==> src/rtl/io_sw_debounce.sv <==
// ----------------------------------------------------------------------------
// io_sw_debounce
//
// Conditions the raw board switch lines before they reach the processor's
// memory-mapped switch register. The block works in three stages:
//   1. A two-flop synchroniser brings the raw lines into the i_clk domain.
//   2. A shared prescaler produces a sample tick every TICK_DIV cycles.
//   3. A per-bit stability counter accepts a new level only after it has
//      been seen on STABLE_CNT consecutive ticks.
//
// Optional feature (macro IO_SW_EDGE_EN):
//   Defined   : adds registered per-bit rise/fall pulses and an event flag.
//   Undefined : o_sw_rise, o_sw_fall and o_sw_event are tied to 0, and no
//               edge registers are generated.
//
// Parameters:
//   N          number of switch bits
//   TICK_DIV   i_clk cycles per debounce sample tick (>= 1)
//   STABLE_CNT consecutive mismatching ticks needed to accept a level (>= 1)
//
// Ports:
//   i_clk       system clock
//   i_rst       asynchronous, active-high reset; clears all state
//   i_sw_raw    raw, asynchronous switch inputs
//   o_io_sw     debounced switch word
//   o_sw_rise   one-cycle pulse per bit on an accepted 0->1 change
//   o_sw_fall   one-cycle pulse per bit on an accepted 1->0 change
//   o_sw_event  OR of all rise and fall bits, aligned with them
// ----------------------------------------------------------------------------
module io_sw_debounce #(
    parameter int unsigned N          = 32,
    parameter int unsigned TICK_DIV   = 500,
    parameter int unsigned STABLE_CNT = 4
) (
    input  logic         i_clk,
    input  logic         i_rst,
    input  logic [N-1:0] i_sw_raw,
    output logic [N-1:0] o_io_sw,
    output logic [N-1:0] o_sw_rise,
    output logic [N-1:0] o_sw_fall,
    output logic         o_sw_event
);

    localparam int unsigned PW = (TICK_DIV > 1) ? $clog2(TICK_DIV) : 1;
    localparam int unsigned CW = ($clog2(STABLE_CNT + 1) > 1) ? $clog2(STABLE_CNT + 1) : 1;

    localparam logic [PW-1:0] PRE_LAST = PW'(TICK_DIV - 1);
    localparam logic [CW-1:0] CNT_LAST = CW'(STABLE_CNT - 1);

    logic [N-1:0]          sync1_q;
    logic [N-1:0]          sync2_q;
    logic [PW-1:0]         pre_q;
    logic [PW-1:0]         pre_d;
    logic                  tick;
    logic [N-1:0][CW-1:0]  cnt_q;
    logic [N-1:0][CW-1:0]  cnt_d;
    logic [N-1:0]          sw_q;
    logic [N-1:0]          sw_d;

    // With TICK_DIV = 1 the counter is pinned at 0 and tick is always high.
    always_comb begin
        tick  = (pre_q == PRE_LAST);
        pre_d = tick ? '0 : pre_q + PW'(1);
    end

    // Each bit counts consecutive ticks on which the synchronised input
    // disagrees with the accepted level; any agreeing tick clears the count.
    always_comb begin
        sw_d  = sw_q;
        cnt_d = cnt_q;
        if (tick) begin
            for (int unsigned i = 0; i < N; i++) begin
                if (sync2_q[i] == sw_q[i]) begin
                    cnt_d[i] = '0;
                end else if (cnt_q[i] == CNT_LAST) begin
                    sw_d[i]  = sync2_q[i];
                    cnt_d[i] = '0;
                end else begin
                    cnt_d[i] = cnt_q[i] + CW'(1);
                end
            end
        end
    end

    always_ff @(posedge i_clk or posedge i_rst) begin
        if (i_rst) begin
            sync1_q <= '0;
            sync2_q <= '0;
            pre_q   <= '0;
            cnt_q   <= '0;
            sw_q    <= '0;
        end else begin
            sync1_q <= i_sw_raw;
            sync2_q <= sync1_q;
            pre_q   <= pre_d;
            cnt_q   <= cnt_d;
            sw_q    <= sw_d;
        end
    end

    assign o_io_sw = sw_q;

`ifdef IO_SW_EDGE_EN
    logic [N-1:0] rise_d;
    logic [N-1:0] fall_d;
    logic         event_d;
    logic [N-1:0] rise_q;
    logic [N-1:0] fall_q;
    logic         event_q;

    // Pulses come from the next-state word so that they register on the
    // same edge that updates o_io_sw.
    always_comb begin
        rise_d  = sw_d & ~sw_q;
        fall_d  = ~sw_d & sw_q;
        event_d = |(rise_d | fall_d);
    end

    always_ff @(posedge i_clk or posedge i_rst) begin
        if (i_rst) begin
            rise_q  <= '0;
            fall_q  <= '0;
            event_q <= 1'b0;
        end else begin
            rise_q  <= rise_d;
            fall_q  <= fall_d;
            event_q <= event_d;
        end
    end

    assign o_sw_rise  = rise_q;
    assign o_sw_fall  = fall_q;
    assign o_sw_event = event_q;
`else
    assign o_sw_rise  = '0;
    assign o_sw_fall  = '0;
    assign o_sw_event = 1'b0;
`endif

endmodule

==> config.mk <==
export PLATFORM = sky130hd
export DESIGN_NAME = io_sw_debounce
export DESIGN_NICKNAME = d
export VERILOG_FILES = /design/src/rtl/io_sw_debounce.sv
export SDC_FILE = /design/constraint.sdc
export NUM_CORES = 1
export LEC_CHECK = 0
export ABC_AREA = 1
export BUFFER_PORTS_ARGS = -buffer_cell sky130_fd_sc_hd__buf_2
export CAP_MARGIN = 0
export CORE_UTILIZATION = 50
export CTS_BUF_LIST = sky130_fd_sc_hd__clkbuf_8
export DETAILED_ROUTE_END_ITERATION = 10
export MAX_ROUTING_LAYER = met4
export PLACE_DENSITY = 0.69
export REMOVE_ABC_BUFFERS = 1
export SETUP_SLACK_MARGIN = 0.05
export SLEW_MARGIN = 30
export SYNTH_ARGS = -nofsm -noshare
export SYNTH_HDL_FRONTEND = slang
export SYNTH_SLANG_ARGS = --single-unit
==> constraint.sdc <==
create_clock -name i_clk -period 7.8 [get_ports i_clk]
set_input_delay 1.56 -clock i_clk [delete_from_list [all_inputs] [get_ports i_clk]]
set_output_delay 1.56 -clock i_clk [all_outputs]
set_load 0.005 [all_outputs]
==> results of run 1 <==
==> logic make-up after synthesis <==
| logic type | Yosys count |
|---|---|
| buffers and inverters | 267 |
| AND/OR/NAND/NOR | 417 |
| AO/OA/AOI/OAI | 94 |
| other | 1 |
| adder cells (fa/ha/maj) | 33 |
| XOR/XNOR | 14 |
| flip-flops | 201 |
==> layout make-up <==
| type | instances | area (sq um) |
|---|---|---|
| Multi-Input combinational cell | 623 | 3170 |
| Clock inverter | 17 | 75.1 |
| Timing Repair Buffer | 69 | 355 |
| Tap cell | 229 | 287 |
| Fill cell | 1615 | 7810 |
| Inverter | 172 | 661 |
| Sequential cell | 201 | 5030 |
| Clock buffer | 46 | 633 |
==> power by group through the flow <==
| stage | registers (W) | logic (W) | clock network [W] |
|---|---|---|---|
| after floorplan | 0.00108 | 0.0000400 | 0 |
| after global placement | 0.00109 | 0.0000573 | 0 |
| after detailed placement | 0.00109 | 0.0000576 | 0 |
| after CTS | 0.00107 | 0.0000578 | 0.000971 |
| after global routing | 0.00107 | 0.0000694 | 0.00101 |
| final | 0.00107 | 0.0000565 | 0.000934 |
==> synth_stat cells, drive strengths merged <==
| cell type | n | area (sq um) |
|---|---|---|
| o21a | 2 | 15.0 |
| dfrtp | 201 | 5030 |
| a21boi | 9 | 67.6 |
| nor3 | 3 | 15.0 |
| xnor2 | 4 | 35.0 |
| xor2 | 10 | 87.6 |
| inv | 172 | 648 |
| nand3 | 38 | 190 |
| a21oi | 25 | 125 |
| clkbuf | 9 | 33.8 |
| nand4 | 71 | 444 |
| conb | 1 | 3.75 |
| nand2 | 245 | 922 |
| o21ai | 58 | 290 |
| ha | 33 | 413 |
| nand3b | 21 | 158 |
| buf | 86 | 609 |
| nor2 | 39 | 154 |
==> registers in the layout, summed over array words and instances, names as in the netlist <==
| signal | cells |
|---|---|
| cnt_q | 96 |
| o_io_sw | 32 |
| pre_q | 9 |
| sync1_q | 32 |
| sync2_q | 32 |
==> how the worst max path moves through the flow <==
stage                         from          end  cells after the start
final                     pre_q[0]    cnt_q[92]                      8
after global routing      pre_q[0]    cnt_q[20]                      8
after CTS                 pre_q[0]    cnt_q[32]                      8
after detailed placement     i_rst  sync1_q[19]                      3
after global placement       i_rst  sync1_q[19]                      3
after floorplan              i_rst     cnt_q[0]                      1
==> critical path, stage by stage, from the launching register on <==
cell and delay (ns):
dfrtp_1 0.37, ha_1 0.21, nand2_1 0.10, nor2_4 0.10, buf_4 0.57, nand2_4 0.44, buf_4 0.50, inv_4 0.44
a21boi_0 0.16
==> stage by stage <==
stage	util	hold slack, ns
CTS	0.566	0.347
finish	0.567	0.346
global route	0.567	0.350
detailed placement	0.527	0.335
floorplan	-	0.331
global placement	0.527	0.331
==> cells in the final DEF, fill, tap and decap left out <==
| master | instances |
|---|---|
| a21boi_0 | 9 |
| a21oi_1 | 25 |
| buf_2 | 65 |
| buf_4 | 4 |
| clkbuf_8 | 46 |
| clkinv_2 | 2 |
| clkinv_8 | 1 |
| clkinvlp_4 | 1 |
| conb_1 | 65 |
| dfrtp_1 | 201 |
| ha_1 | 33 |
| inv_1 | 182 |
| inv_2 | 1 |
| inv_4 | 1 |
| inv_6 | 1 |
| nand2_1 | 244 |
| nand2_4 | 1 |
| nand3_1 | 38 |
| nand3b_1 | 21 |
| nand4_1 | 71 |
| nor2_1 | 37 |
| nor2_4 | 2 |
| nor3_1 | 3 |
| o21a_1 | 2 |
| o21ai_0 | 47 |
| o21ai_1 | 11 |
| xnor2_1 | 4 |
| xor2_1 | 10 |
==> per-layer routing <==
metal,vias up,GRT usage
met5,-,-
met1,3014,0.227
met3,22,0.0333
li1,3289,-
met4,0,0.0731
met2,120,0.295
==> results.yml, run 1 <==
status:
  status: "finished clean"
setup_path:
  worstPathMaxFanout: 85
  crit_type: "flip-flop to flip-flop"
  end_kind: "flip-flop"
  timing.rr.start: "pre_q[0]"
  r2r_slack_ns: 4.68
  worstPathArrival_ns: 3.48
  cp-start-kind: "flip-flop"
  rr_worst_depth: 8
  timing.rr.end: "cnt_q[92]"
  cp.required_ns: 8.15
sta:
  rsz0062_at_grt: "false"
  max_slew.worst_pin.slew_ns: 0.808
  post-route-period-util: 0.401
  clock_skew_ns: 0.0254
  fmax_mhz: 320
  slew_headroom: 0.461
  setup_viol: 0
  period_minus_slack_ns: 3.12
  fin_ws_ns: 4.68
  finalHoldViolCount: 0
  fin_setup_tns_ns: 0
  drv_slew: 0
pwr:
  power_frac_seq: 0.519
  power.density_nw_per_um2: 202
  power.switching_w: 0.000456
  combPwrFrac: 0.027
  power.share.clock: 0.454
  switching_share: 0.222
  p_int_w: 0.00160
  power_w: 0.00206
  ir_worst_vdd_uv: 131
  leakage_nw: 5.80
floorplan:
  die_area_sq_um: 19000
  die_w_microns: 138
  coreArea_sq_um: 18000
  io_pins: 131
  rows: 49
  floorplan.initialDensity: 0.513
  die_h_microns: 138
cts:
  clk_pin_slew_ns: 0.06
  cts_buffers: 35
  cts_hold_buffers: 0
  htree_levels: 2
  cts_setup_buffers: 0
  clk_latency_ns: 0.52
  ctsResizeCount: 0
  root_buffer: "clkbuf_8"
  cts_tree: "yes"
  ctsLongestPathBuffers: 3
  cts_sinks: 201
detailed_routing:
  wl_met2_mm: 7.28
  firstDrtPassIters: 4
  via_count: 6445
  met3_length_microns: 610
  drtIter0Drc: 270
  vias_per_cell: 4.75
  drc: 0
  highest-signal-layer: "met4"
  wirelength_mm: 15.4
  post_drt_wl_per_cell_microns: 11.4
  wl_met1_mm: 7.21
  ant_nets: 0
synthesis:
  syn_area_sq_um: 9240
  avgSynthCellArea_sq_um: 9.00
  yosysWarnings: 0
  synthMuxAreaShare: 0
  synth_xor_area_frac: 0.0133
  syn_inst: 1027
  synth_top_family_by_area: "simple AND/OR/NAND/NOR gates"
  ys_ff_latch: 201
  yosys.cell_types.count: 26
  synth_compound_area_frac: 0.0539
  synth_fa_ha_area_frac: 0.0447
  yosys.area_share.simple: 0.204
  ys_seq_area_frac: 0.544
global_route:
  grt-ovfl-total: 0
  first_global_vias: 6102
  grt_pass1_wl_mm: 27.0
  antenna_found_initial: 0
  grt_max_degree: 136
  grt.total_usage: 0.182
final_layout:
  drive_above_1_share: 0.111
  areaGrowthSynthToFinish_pct: 10.5
  n_antenna_cell: 0
  fin_nets: 1169
  final_cells: 1357
  finalInstanceArea_sq_um: 10200
placement:
  dp_slack_ns: 4.54
  finalWeightedCongestion: 0.755
  port_buffers: 65
  placedCellCount: 1294
  dpl_cell_area_sq_um: 9500
  dp_hpwl_mm: 9.54
worst_hold_path:
  hold_depth: 0
  hold_path_class: "flip-flop to flip-flop"
  hp-start: "sync1_q[22]"
  hold_path_end: "sync2_q[22]"
job:
  cap_violations: 0
Note: power is estimated with default switching activity, not from simulation.
==> inputs of run 2 (changes only) <==
--- a/config.mk
+++ b/config.mk
@@ -5,7 +5,7 @@
 export SDC_FILE = /design/constraint.sdc
 export NUM_CORES = 1
 export LEC_CHECK = 0
-export ABC_AREA = 1
+export ABC_AREA = 0
 export BUFFER_PORTS_ARGS = -buffer_cell sky130_fd_sc_hd__buf_2
 export CAP_MARGIN = 0
 export CORE_UTILIZATION = 50
==> constraint.sdc (replaced) <==
create_clock -name i_clk -period 3.1 [get_ports i_clk]
set_input_delay 0.62 -clock i_clk [delete_from_list [all_inputs] [get_ports i_clk]]
set_output_delay 0.62 -clock i_clk [all_outputs]
set_load 0.005 [all_outputs]
==> run 2 against run 1 <==
  * Register-to-register slack got worse by 3.8 ns
  * Highest routed layer unchanged
  * Via count fell by 21%
  * Clock-buffer cell count unchanged
  * Flip-flop and latch count unchanged
  * Clock power is 150% higher
  * Die area down 5.4%
  * Core utilization grew 1.4 points
  * Cell area is 4.4% lower
  * Global-route usage fell by 0.46 points
==> results.yml, run 2 <==
sta:
  hold_slack_ns: 0.177
  clock_skew_ns: 0.0234
  post-route-period-util: 0.711
  drv_slew: 0
  max_slew.worst_pin.slew_ns: 0.652
  fmax_mhz: 453
  setup_viol: 0
  finalHoldViolCount: 0
  fin_setup_tns_ns: 0
  slew_headroom: 0.565
  period_minus_slack_ns: 2.21
  rsz0062_at_grt: "false"
global_route:
  grt_pass1_wl_mm: 24.9
  grt_max_degree: 98
  first_global_vias: 5361
  antenna_found_initial: 0
  grt-ovfl-total: 0
  grt.total_usage: 0.178
detailed_routing:
  wl_met2_mm: 7.31
  wirelength_mm: 14.3
  drc: 0
  vias_per_cell: 5.14
  ant_nets: 0
  drtIter0Drc: 208
  via_count: 5106
  firstDrtPassIters: 4
  highest-signal-layer: "met4"
  wl_met1_mm: 5.99
  post_drt_wl_per_cell_microns: 14.4
  met3_length_microns: 733
pwr:
  ir_worst_vdd_uv: 419
  power_w: 0.00515
  leakage_nw: 4.82
  power.density_nw_per_um2: 527
cts:
  cts_setup_buffers: 0
  root_buffer: "clkbuf_8"
  clk_pin_slew_ns: 0.06
  cts_sinks: 201
  cts_tree: "yes"
  clk_latency_ns: 0.51
  cts_buffers: 35
  cts_hold_buffers: 0
  ctsLongestPathBuffers: 3
  htree_levels: 2
  ctsResizeCount: 0
final_layout:
  final_cell_mix: "201 x dfrtp_1, 65 x conb_1, 65 x buf_2"
  layout.cells.most_common: "dfrtp_1"
  n_antenna_cell: 0
  drive_above_1_share: 0.270
  areaGrowthSynthToFinish_pct: 11.8
  final_util: 0.581
  largest_register_ffs: 96
  regMostFlops: "cnt_q"
  fillers: 1350
  fin_nets: 818
synthesis:
  synth-main-ff-cell: "dfrtp_1"
  async_flop_share: 1.00
  yosys.cell_types.count: 31
  synth_most_common_cell: "dfrtp_1"
  synth-edff-count: 0
  ys_ff_latch: 201
  syn_area_sq_um: 8730
  ys_seq_area_frac: 0.576
  syn_inst: 667
  yosysWarnings: 0
  synth_commonest_cells: "201 x dfrtp_1, 67 x buf_4, 58 x mux2_2"
  synthDominantCellAreaShare: 0.576
  synth.largest_area_cell: "dfrtp_1"
  avgSynthCellArea_sq_um: 13.1
  ys_top_cells_by_area: "dfrtp_1 58%, mux2_2 7.5%, buf_4 5.8%"
job:
  cap_violations: 0
setup_path:
  cp.required_ns: 3.47
  crit_chain: "ha_1 > nand4bb_4 > or2_4 > buf_12 > mux2_2"
  worstPathArrival_ns: 2.58
  end_kind: "flip-flop"
  critical-path-top-delay-family: "simple AND/OR/NAND/NOR gates"
  worst-path-buf-inv: 1
  worstPathMaxFanout: 64
  crit_type: "flip-flop to flip-flop"
  slowest_delay_ns: 0.48
  cp-start-kind: "flip-flop"
  cpMaxStageDelayCell: "or2_4"
placement:
  dp_hpwl_mm: 9.39
  port_buffers: 65
  finalWeightedCongestion: 0.733
floorplan:
  die_h_microns: 134
  io_pins: 131
  floorplan.initialDensity: 0.519
  coreArea_sq_um: 16800
  rows: 47
  die_area_sq_um: 18000
  die_w_microns: 134
worst_hold_path:
  hold_path_class: "primary input to asynchronous set/reset pin"
status:
  status: "finished clean"
==> run 2: cell count changes in the layout (fill, tap and decap cells not counted), moves of 31 or more <==
cell and delta:
xnor2_1 +31, mux2_2 +58, nand3_1 -35, nand2b_1 +44, nand2_1 -244, inv_1 -170
nand4_1 -69
==> run 2: metal layers <==
metal	vias to the layer above	GRT usage
met2	146	0.302
met4	0	0.0612
met3	22	0.0438
met1	2568	0.206
met5	-	-
li1	2370	-
==> run 2: area by class of cell <==
| cell class | instances | area, sq um | area share |
|---|---|---|---|
| timing repair buffer | 74 | 430 | 0.0441 |
| sequential | 201 | 5030 | 0.515 |
| clock inverter | 13 | 53.8 | 0.00551 |
| inverter | 4 | 22.5 | 0.00231 |
| clock buffer | 46 | 633 | 0.0648 |
| tap | 220 | 275 | 0.0282 |
| multi-input combinational | 435 | 3320 | 0.340 |
==> run 2: worst paths after layout <==
check | end | slack (ns) | cells after the start | from
max in group asynchronous | cnt_q[5] | 2.10 | 3 | i_rst
worst min register to register | sync2_q[27] | 0.34 | 0 | sync1_q[27]
worst min-delay path | cnt_q[71] | 0.18 | 2 | i_rst
min in group i_clk | sync1_q[23] | 0.21 | 1 | i_sw_raw[23]
worst max-delay path | cnt_q[78] | 0.89 | 5 | pre_q[0]
worst max register to register | cnt_q[78] | 0.89 | 5 | pre_q[0]
==> run 2: kinds of logic (layout without fill, tap and decap cells) <==
| kind of cell | after synthesis | after routing | share of synthesized area |
|---|---|---|---|
| other | 1 | 65 | 0.000429 |
| buffers and inverters | 95 | 137 | 0.0734 |
| muxes | 58 | 58 | 0.0748 |
| xor gates and xnor gates | 35 | 35 | 0.0351 |
| and+or+nand+nor | 151 | 151 | 0.118 |
| adders and majority gates | 33 | 33 | 0.0473 |
| DFF | 201 | 201 | 0.576 |
| AOI/OAI and AO/OA | 93 | 93 | 0.0754 |
==> run 2: where the power goes <==
| group | switching [W] | internal (W) | leakage (nW) | total [W] |
|---|---|---|---|---|
| clock | 0.00101 | 0.00132 | 0.394 | 0.00232 |
| combinational | 0.0000957 | 0.0000393 | 1.78 | 0.000135 |
| sequential | 0.0000201 | 0.00267 | 2.65 | 0.00269 |
| total | 0.00112 | 0.00403 | 4.82 | 0.00515 |
==> run 2: worst reg2reg max path, delay by kind of cell (launching register included) <==
kind | cells | cell delay (ns)
adders and majority gates | 1 | 0.29
buffers and inverters | 1 | 0.24
DFF | 1 | 0.39
muxes | 1 | 0.33
and+or+nand+nor | 2 | 0.83
==> run 2: metrics by stage <==
step	std cells	instance area [sq um]	worst slack, ns
final	993	9770	0.894
after global routing	993	9770	0.756
after CTS	993	9770	0.894
after detailed placement	934	9080	0.912
after global placement	934	9080	0.995
after floorplan	640	8350	-3.00
==> inputs of run 3 (changes only) <==
--- a/config.mk
+++ b/config.mk
@@ -5,7 +5,7 @@
 export SDC_FILE = /design/constraint.sdc
 export NUM_CORES = 1
 export LEC_CHECK = 0
-export ABC_AREA = 0
+export ABC_AREA = 1
 export BUFFER_PORTS_ARGS = -buffer_cell sky130_fd_sc_hd__buf_2
 export CAP_MARGIN = 0
 export CORE_UTILIZATION = 50
==> constraint.sdc (replaced) <==
create_clock -name i_clk -period 2.1 [get_ports i_clk]
set_input_delay 0.42 -clock i_clk [delete_from_list [all_inputs] [get_ports i_clk]]
set_output_delay 0.42 -clock i_clk [all_outputs]
set_load 0.005 [all_outputs]
==> run 3 against run 2 <==
  * Clock skew shrank 0.0038 ns
  * Setup slack lost 0.47 ns
  * Power grew 50%
  * Core utilization grew 1.0 points
==> results.yml, run 3 (same netlist as run 1, synthesis figures left out) <==
status:
  status: "finished clean"
detailed_routing:
  ant_nets: 0
  drtIter0Drc: 219
  wirelength_mm: 16.2
  firstDrtPassIters: 4
  post_drt_wl_per_cell_microns: 11.6
  drc: 0
  via_count: 6605
  vias_per_cell: 4.74
sta:
  rsz0062_at_grt: "false"
  finalHoldViolCount: 0
  drv_slew: 0
  clock_skew_ns: 0.0197
  setup_viol: 0
  fmax_mhz: 596
  period_minus_slack_ns: 1.68
  post-route-period-util: 0.798
placement:
  dpl_cell_area_sq_um: 9630
  finalWeightedCongestion: 0.756
  dp_hpwl_mm: 10.5
  port_buffers: 65
final_layout:
  fin_nets: 1210
  regMostFlops: "cnt_q"
  n_antenna_cell: 0
  layout.cells.most_common: "nand2_1"
  largest_register_ffs: 96
  drive_above_1_share: 0.115
  final_cell_mix: "244 x nand2_1, 201 x dfrtp_1, 177 x inv_1"
  final_util: 0.591
  finalInstanceArea_sq_um: 10600
  areaGrowthSynthToFinish_pct: 15.2
floorplan:
  coreArea_sq_um: 18000
  rows: 49
  die_w_microns: 138
  floorplan.initialDensity: 0.513
  io_pins: 131
  die_area_sq_um: 19000
  die_h_microns: 138
setup_path:
  worstPathArrival_ns: 2.03
  cpMaxStageDelayCell: "dfrtp_1"
  end_kind: "flip-flop"
  cp-start-kind: "flip-flop"
  worstPathMaxFanout: 36
  crit_type: "flip-flop to flip-flop"
  cp.required_ns: 2.46
  crit_chain: "ha_1 > nand2_1 > nor2_4 > nand2_4 > inv_4 > a21boi_0"
  slowest_delay_ns: 0.37
global_route:
  first_global_vias: 6345
  grt.total_usage: 0.187
  antenna_found_initial: 0
  grt_pass1_wl_mm: 27.6
  grt-ovfl-total: 0
  grt_max_degree: 58
cts:
  root_buffer: "clkbuf_8"
  ctsResizeCount: 0
  ctsLongestPathBuffers: 3
  htree_levels: 2
  clk_pin_slew_ns: 0.06
  cts_tree: "yes"
  cts_sinks: 201
  cts_buffers: 35
  cts_setup_buffers: 0
  clk_latency_ns: 0.52
job:
  cap_violations: 0
pwr:
  ir_worst_vdd_uv: 507
  leakage_nw: 5.98
  power.density_nw_per_um2: 725
worst_hold_path:
  hold_path_class: "primary input to flip-flop"
run 3: area by class of cell:
class,instances,area (sq um)
Fill cell,1554,7380
Sequential cell,201,5030
Multi-Input combinational cell,623,3170
Timing Repair Buffer,110,806
Inverter,172,656
Clock buffer,47,647
Tap cell,229,287
Clock inverter,11,51.3
run 3: final timing paths:
kind	start	endpoint	slack, ns	depth (start not counted)
worst max register to register	pre_q[0]	cnt_q[32]	0.42	6
worst min register to register	sync1_q[25]	sync2_q[25]	0.34	0
min in group asynchronous	i_rst	sync1_q[22]	0.47	3
max in group asynchronous	i_rst	cnt_q[35]	1.01	4
worst max-delay path	pre_q[0]	cnt_q[32]	0.42	6
worst min-delay path	i_sw_raw[19]	sync1_q[19]	0.04	1
run 3: metrics by stage:
step	hold WS [ns]	instances	setup TNS [ns]	total power, W	setup slack [ns]
6_report	0.0393	1393	0	0.00772	0.423
5_1_grt	0.0103	1393	0	0.00805	0.267
4_1_cts	0.0123	1393	0	0.00785	0.388
3_5_place_dp	0.336	1303	0	0.00426	0.377
3_3_place_gp	0.332	1303	0	0.00426	0.500
2_1_floorplan	0.331	996	-1059.31	0.00418	-3.80
run 3: power breakdown:
part | switching, W | total, W | internal [W]
logic | 0.000167 | 0.000269 | 0.000101
registers | 0.0000275 | 0.00397 | 0.00394
clock network | 0.00150 | 0.00349 | 0.00198
total | 0.00170 | 0.00772 | 0.00602
run 3: per-layer routing:
metal,track usage,vias to the layer above,share of wire
met2,0.314,103,0.50
li1,-,3351,-
met4,0.0640,0,0.015
met3,0.0398,26,0.036
met5,-,-,0
met1,0.224,3125,0.45
run 3: what timing repair did:
item,in CTS,in global routing
hold endpoints to repair,85,0
hold buffers,32,0
setup endpoints to repair,0,0
run 3: worst max-delay path, delay by kind of cell (launching register included):
family,cells,cell delay (ns)
fa+ha+maj,1,0.23
buf+inv,1,0.37
simple gates,3,0.40
compound gates,1,0.16
flops,1,0.37
